### config.mk
export PLATFORM = sky130hd
export DESIGN_NAME = mem_port_arbiter
export DESIGN_NICKNAME = d
export VERILOG_FILES = /design/src/rtl/mem_port_arbiter.sv
export SDC_FILE = /design/constraint.sdc
export NUM_CORES = 1
export LEC_CHECK = 0
export CAP_MARGIN = 20
export CORE_MARGIN = 1.5
export CORE_UTILIZATION = 43
export CTS_CLUSTER_SIZE = 40
export DETAILED_ROUTE_END_ITERATION = 10
export PLACE_DENSITY = 0.89
export SLEW_MARGIN = 30
export SYNTH_ARGS = -nofsm -noshare
export SYNTH_HDL_FRONTEND = slang
export SYNTH_SLANG_ARGS = --single-unit
### constraint.sdc
create_clock -name clk -period 1.9 [get_ports clk]
set_input_delay 0.38 -clock clk [delete_from_list [all_inputs] [get_ports clk]]
set_output_delay 0.38 -clock clk [all_outputs]
set_load 0.02 [all_outputs]
### src/rtl/mem_port_arbiter.sv
// Purpose: shares one single-port word memory between instruction fetch (read-only) and data access (read/write).
// Latency: a request sampled in IDLE at edge k is acked in cycle k+2 (k+1 if misaligned); one transaction per 3 cycles.
// Backpressure: requesters hold req and payload until ack; requests are sampled only in IDLE, and ties alternate round-robin.
//
// Ports:
//   clk, reset                         clock, synchronous active-high reset
//   i_req, i_addr                      fetch request (byte address, held until i_ack)
//   i_ack, i_rdata, i_err              one-cycle ack pulse, registered fetched word, misalignment flag
//   d_req, d_we, d_addr, d_wdata       data request (held until d_ack)
//   d_ack, d_rdata, d_err              one-cycle ack pulse, registered read word (0 on writes), misalignment flag
//   m_address, m_memIn, m_read,
//   m_write, m_memOut                  memory side; m_memOut is a combinational read of m_address
//   conflicts                          saturating count of IDLE cycles where both ports requested
module mem_port_arbiter #(
  parameter int WIDTH = 32,
  parameter int CNT_W = 16
) (
  input  logic             clk,
  input  logic             reset,
  input  logic             i_req,
  input  logic [WIDTH-1:0] i_addr,
  output logic             i_ack,
  output logic [WIDTH-1:0] i_rdata,
  output logic             i_err,
  input  logic             d_req,
  input  logic             d_we,
  input  logic [WIDTH-1:0] d_addr,
  input  logic [WIDTH-1:0] d_wdata,
  output logic             d_ack,
  output logic [WIDTH-1:0] d_rdata,
  output logic             d_err,
  output logic [WIDTH-1:0] m_address,
  output logic [WIDTH-1:0] m_memIn,
  output logic             m_read,
  output logic             m_write,
  input  logic [WIDTH-1:0] m_memOut,
  output logic [CNT_W-1:0] conflicts
);

  localparam logic [1:0] S_IDLE   = 2'd0;
  localparam logic [1:0] S_ACCESS = 2'd1;
  localparam logic [1:0] S_RESP   = 2'd2;

  // owner / last encoding: 0 = fetch port, 1 = data port
  localparam logic OWN_I = 1'b0;
  localparam logic OWN_D = 1'b1;

  localparam logic [CNT_W-1:0] CNT_ONE = {{(CNT_W-1){1'b0}}, 1'b1};
  localparam logic [CNT_W-1:0] CNT_MAX = {CNT_W{1'b1}};

  logic [1:0]       state;
  logic             owner;
  logic             last;
  logic             lat_we;
  logic [WIDTH-1:0] addr_q;
  logic [WIDTH-1:0] memin_q;

  logic             any_req;
  logic             both_req;
  logic             grant_d;
  logic [WIDTH-1:0] sel_addr;
  logic             sel_we;
  logic             sel_misaligned;
  logic             in_access;

  assign any_req  = i_req | d_req;
  assign both_req = i_req & d_req;

  // On a tie the port that did not go last wins; with last reset to the data
  // port, fetch wins the first tie.
  assign grant_d        = both_req ? ~last : d_req;
  assign sel_addr       = grant_d ? d_addr : i_addr;
  assign sel_we         = grant_d & d_we;
  assign sel_misaligned = (sel_addr[1:0] != 2'b00);

  assign in_access = (state == S_ACCESS);

  // Strobes are gated with reset so a write in flight never commits on the
  // reset edge.
  assign m_read    = in_access & ~lat_we & ~reset;
  assign m_write   = in_access &  lat_we & ~reset;

  // Address and write data are only reloaded when a memory cycle is about to
  // start, so they hold their last values outside ACCESS.
  assign m_address = addr_q;
  assign m_memIn   = memin_q;

  always_ff @(posedge clk) begin
    if (reset) begin
      state     <= S_IDLE;
      owner     <= OWN_I;
      last      <= OWN_D;
      lat_we    <= 1'b0;
      addr_q    <= '0;
      memin_q   <= '0;
      i_ack     <= 1'b0;
      d_ack     <= 1'b0;
      i_err     <= 1'b0;
      d_err     <= 1'b0;
      i_rdata   <= '0;
      d_rdata   <= '0;
      conflicts <= '0;
    end else begin
      i_ack <= 1'b0;
      d_ack <= 1'b0;
      case (state)
        S_IDLE: begin
          if (any_req) begin
            owner  <= grant_d;
            // Priority rotates at grant time so a misaligned request, which
            // never reaches ACCESS, cannot starve the other port.
            last   <= grant_d;
            lat_we <= sel_we;
            if (both_req && (conflicts != CNT_MAX)) begin
              conflicts <= conflicts + CNT_ONE;
            end
            if (sel_misaligned) begin
              // No memory cycle: answer directly with an error.
              state <= S_RESP;
              if (grant_d) begin
                d_ack   <= 1'b1;
                d_err   <= 1'b1;
                d_rdata <= '0;
              end else begin
                i_ack   <= 1'b1;
                i_err   <= 1'b1;
                i_rdata <= '0;
              end
            end else begin
              state  <= S_ACCESS;
              addr_q <= sel_addr;
              if (sel_we) begin
                memin_q <= d_wdata;
              end
            end
          end
        end
        S_ACCESS: begin
          state <= S_RESP;
          if (owner == OWN_D) begin
            d_ack   <= 1'b1;
            d_err   <= 1'b0;
            d_rdata <= lat_we ? '0 : m_memOut;
          end else begin
            i_ack   <= 1'b1;
            i_err   <= 1'b0;
            i_rdata <= m_memOut;
          end
        end
        S_RESP: begin
          state <= S_IDLE;
        end
        default: begin
          state <= S_IDLE;
        end
      endcase
    end
  end

endmodule

======== Word-level counts from Yosys, hierarchy flattened ========
Cells that the tools add are included.
word-level totals
  input port bits ......................... 133
  register bits after elaboration ......... 153
  output and inout port bits .............. 150
cells by class
  equal/unequal tests ..................... 8
  multiplexer cells ....................... 36
  $add $sub $neg .......................... 1
  reduce and logical (&&, ||, !) cells .... 10
  bitwise operators ....................... 11
operator list
  cell                                                  number
  two-way mux 32 bit                                    10
  case mux 32 bit (2 select lines)                      2
  two-way mux 1 bit                                     17
  adder 16 x 1 -> 16 bit (second input constant)        1
  != test 16 bit (second input constant)                1
  != test 2 bit (second input constant)                 6
  AND reduction 5 bit                                   2
  case mux 1 bit (2 select lines)                       4
  AND 1 bit                                             6
  AND reduction 3 bit                                   2
  two-way mux 2 bit                                     2
  NOT 1 bit                                             4
  case mux 2 bit (2 select lines)                       1
  AND reduction 4 bit                                   1
  nonzero test 2 bit                                    2
  equality test 2 x 1 -> 1 bit (second input constant)  1
  zero test 2 bit                                       1
  AND reduction 2 bit                                   1
  logical AND 1 bit                                     1
  OR 1 bit                                              1

======== Depth between registers and ports, before layout ========
  word-level depth ........................ 7
  depth in mapped cells ................... 7
  mapped depth without buffers ............ 5

======== Worst setup path before layout ========
Ideal clock, no wire load.
  kind .................................... reg2reg
  start point ............................. reg conflicts[0]
  end point ............................... reg conflicts[12]
  path buffers ............................ 0
  arrival ................................. 1.761 ns
  cell stages (with the launch flop) ...... 6
  slack ................................... 0.069 ns
  clock period less this slack ............ 1.831 ns
  cells stage by stage .................... dfxtp_1 -> ha_1 -> and4_1 -> nand4_4 -> or4_1 -> a21oi_1
on the way
  word-level cells in the longest chain between the ends .. 3
RTL lines
  what                                                                            line  RTL
  start, declared                                                                 37    output logic [CNT_W-1:0] conflicts
  start signal, assigned                                                          115   conflicts <= conflicts + CNT_ONE;
  parallel branches: the longest is 3 deep, another holds adder 16 x 1 -> 16 bit  n/a
Parallel ways; which one is timed is not known.
A chain may end at the register's enable or synchronous reset.

======== Worst setup path after layout ========
  start point ............................. reg conflicts[13]
  end point ............................... out conflicts[13]
No word-level cell between the ends.

==> impl_metrics.env <==
export IMPL_synth_top_cell_area_share_pct=46.5
export IMPL_netlist_top_cells_area="dfxtp_1 (46%), mux2i_1 (9.9%), a21oi_1 (7.8%)"
export IMPL_fp_dieH_um=127
export IMPL_dp_hpwl_um=14100
export IMPL_p_int_w=0.00638
export IMPL_fin_skew_ns=0.00629
export IMPL_yosysSeqAreaShare_pct=46.5
export IMPL_status="finished clean"
export IMPL_cts_buffer_depth=2
export IMPL_slew_violations=0
export IMPL_setup_violations_final=0
export IMPL_io_buffers=282
export IMPL_drive_gt1_share_pct=10.4
export IMPL_synth_edf_count=0
export IMPL_vdd_drop_max_mv=0.606
export IMPL_dr_pass1_iters=4
export IMPL_core_region_area_mm2=0.0151
export IMPL_syn_area_mm2=0.00659
export IMPL_gp_congestion=0.819
export IMPL_worstPathMaxFanout=6
export IMPL_grt_max_degree=130
export IMPL_clkLatencyLatePin_ns=0.42
export IMPL_viasPerCell=5.49
export IMPL_cts_htree_levels=4
export IMPL_period_needed_ns=1.85
export IMPL_path_class="reg2out"
export IMPL_area_growth_pct=60.5
export IMPL_cap_violations=0
export IMPL_grt_usage_pct=25.7
export IMPL_cp_top_family="buffers and inverters"
export IMPL_ys_ff_latch=153
export IMPL_fillCellCount=1133
export IMPL_p_sw_w=0.00207
export IMPL_cp_slowest_cell="clkdlybuf4s50_1"
export IMPL_fp_dieW_um=127
export IMPL_synth_fp_nets=854
export IMPL_initial_utilization_pct=43.7
export IMPL_fmax_ghz=0.540
export IMPL_power_density_mw_per_mm2=798
export IMPL_synthCells=720
export IMPL_synth_ff_type="dfxtp_1"
export IMPL_cts_setup_buffers=0
export IMPL_dieArea_mm2=0.0161
export IMPL_path_clk_slew_ns=0.06
export IMPL_root_buffer="clkbuf_16"
export IMPL_detail_route_antenna_nets=0
export IMPL_required_ns=1.52
export IMPL_drtIter0Drc=301
export IMPL_ioPinCount=283
export IMPL_post_drt_wl_per_cell_um=17.3
export IMPL_grt_antenna_before_repair=0
export IMPL_clockPowerShare_pct=43.8
export IMPL_critPathMaxStageDelay_ns=0.64
export IMPL_cts_tree="done"
export IMPL_hp_class="reg2reg"
export IMPL_synth_cell_type_count=47
export IMPL_hold_ws_ns=0.471
export IMPL_n_antenna_cell=0
export IMPL_p_sw_share_pct=24.5
export IMPL_vias=6598
export IMPL_fin_ws_ns=0.0477
export IMPL_synth_largest_area_cell="dfxtp_1"
export IMPL_regArea_mm2=0.00306
export IMPL_grt_setup_unrepaired="no"
export IMPL_end_kind="output port"
export IMPL_wirelength_um=20800
export IMPL_grt_pass1_wl_um=33400
export IMPL_final_cell_mix="clkdlybuf4s50_1 (267), dfxtp_1 (153), a21oi_1 (103), nand2_1 (69), mux2i_1 (65)"
export IMPL_clock_sinks=153
export IMPL_place_ws_ns=-0.375
export IMPL_tightest_slew_ns=0.597
export IMPL_grt_pass1_vias=6440
export IMPL_critPathBufInv=1
export IMPL_fin_crit_sh_pct=97.5
export IMPL_fp_row_count=45
export IMPL_comb_power_share_pct=16.4
export IMPL_async_flop_share_pct=0
export IMPL_nets=1135
export IMPL_crit_path_cell_trace="clkdlybuf4s50_1"
export IMPL_p_seq_share_pct=39.8
export IMPL_cts_made_buffers=17
export IMPL_finalHoldViolations=0
export IMPL_worstPathArrival_ns=1.47
export IMPL_drc=0
export IMPL_power_leakage_nw=3.72
export IMPL_slew_headroom_pct=60.2
export IMPL_final_common_cell="clkdlybuf4s50_1"
export IMPL_grt_overflow_total=0
export IMPL_syn_mean_instance_area_um2=9.16
export IMPL_yosys_warnings=0
export IMPL_multiInputGateArea_mm2=0.00326
export IMPL_start_kind="flop"
[synthesized netlist by cell type (5+ instances only)]
cell      number
nor2_1        16
nor2b_1        7
nand2_1       69
o31ai_1        5
a311oi_1      34
clkbuf_1      39
a211oi_2       6
mux2i_1       65
a211oi_1      25
dfxtp_1      153
nand3_1       40
buf_2         17
nand4_1        5
nand2b_1      35
a21oi_1      103
and2_1         5
o21ai_0       35
[metrics by stage]
stage	cells	TNS, ns	util, %	total power (W)	cell area [um2]
after floorplan	720	0	-	0.00407	6590
after CTS	1201	0	69.8	0.00847	10500
after detailed placement	1169	-39.45	65.6	0.00479	9900
final	1202	0	70.1	0.00845	10600
after global routing	1202	0	70.1	0.00873	10600
after global placement	1169	-30.23	65.6	0.00476	9900
[registers in the layout (all words and copies together), names as in the netlist]
name	flops
d_rdata	32
i_rdata	32
m_address	32
m_memIn	32
conflicts	16
state	2
d_ack	1
d_err	1
i_ack	1
i_err	1
last	1
lat_we	1
owner	1
[layout make-up]
cell class / instances / share of cell area [%]
clock buffer: 20 / 4.22
timing repair buffer: 328 / 31.9
clock inverter: 12 / 1.87
multi-input combinational: 499 / 30.8
sequential: 153 / 28.9
tap: 188 / 2.22
inverter: 2 / 0.0709
[power by group through the flow]
stage | Clock (W) | Combinational (W) | Sequential [W]
final | 0.00370 | 0.00139 | 0.00336
after global routing | 0.00388 | 0.00148 | 0.00337
after CTS | 0.00374 | 0.00137 | 0.00336
after detailed placement | 0 | 0.00136 | 0.00343
after global placement | 0 | 0.00134 | 0.00342
after floorplan | 0 | 0.000540 | 0.00353
[metal layers]
layer	routed length (um)	global-route usage (%)	vias to the layer above	share of wire, %
met5	0	0	-	0
met4	495	9.69	0	2.4
met3	1760	8.35	37	8.4
met2	10100	42.9	260	48
met1	8480	30.8	3095	41
li1	-	-	3206	-
[path summary, 6_finish.rpt]
check / slack, ns / end / startpoint / cells past startpoint
setup reg to reg: 0.13 / conflicts[11] / conflicts[0] / 5
hold / removal: 0.47 / m_address[0] / m_address[0] / 1
hold reg to reg: 0.47 / m_address[0] / m_address[0] / 1
setup / recovery: 0.05 / conflicts[13] / conflicts[13] / 1
[logic make-up after synthesis]
logic type	after synthesis	share of synthesized area [%]
compound gates	220	21.3
simple gates	209	16.6
flops	153	46.5
mux	69	10.6
buf+inv	68	4.88
fa+ha+maj	1	0.190
[timing repair]
action                                  4_1_cts  5_1_grt
gates resized for setup                       8       13
hold buffers                                  0        0
endpoints found under the setup margin        6       30
pin swaps                                     0        1
gates cloned                                  0        1
(Power assumes the default switching activity.)
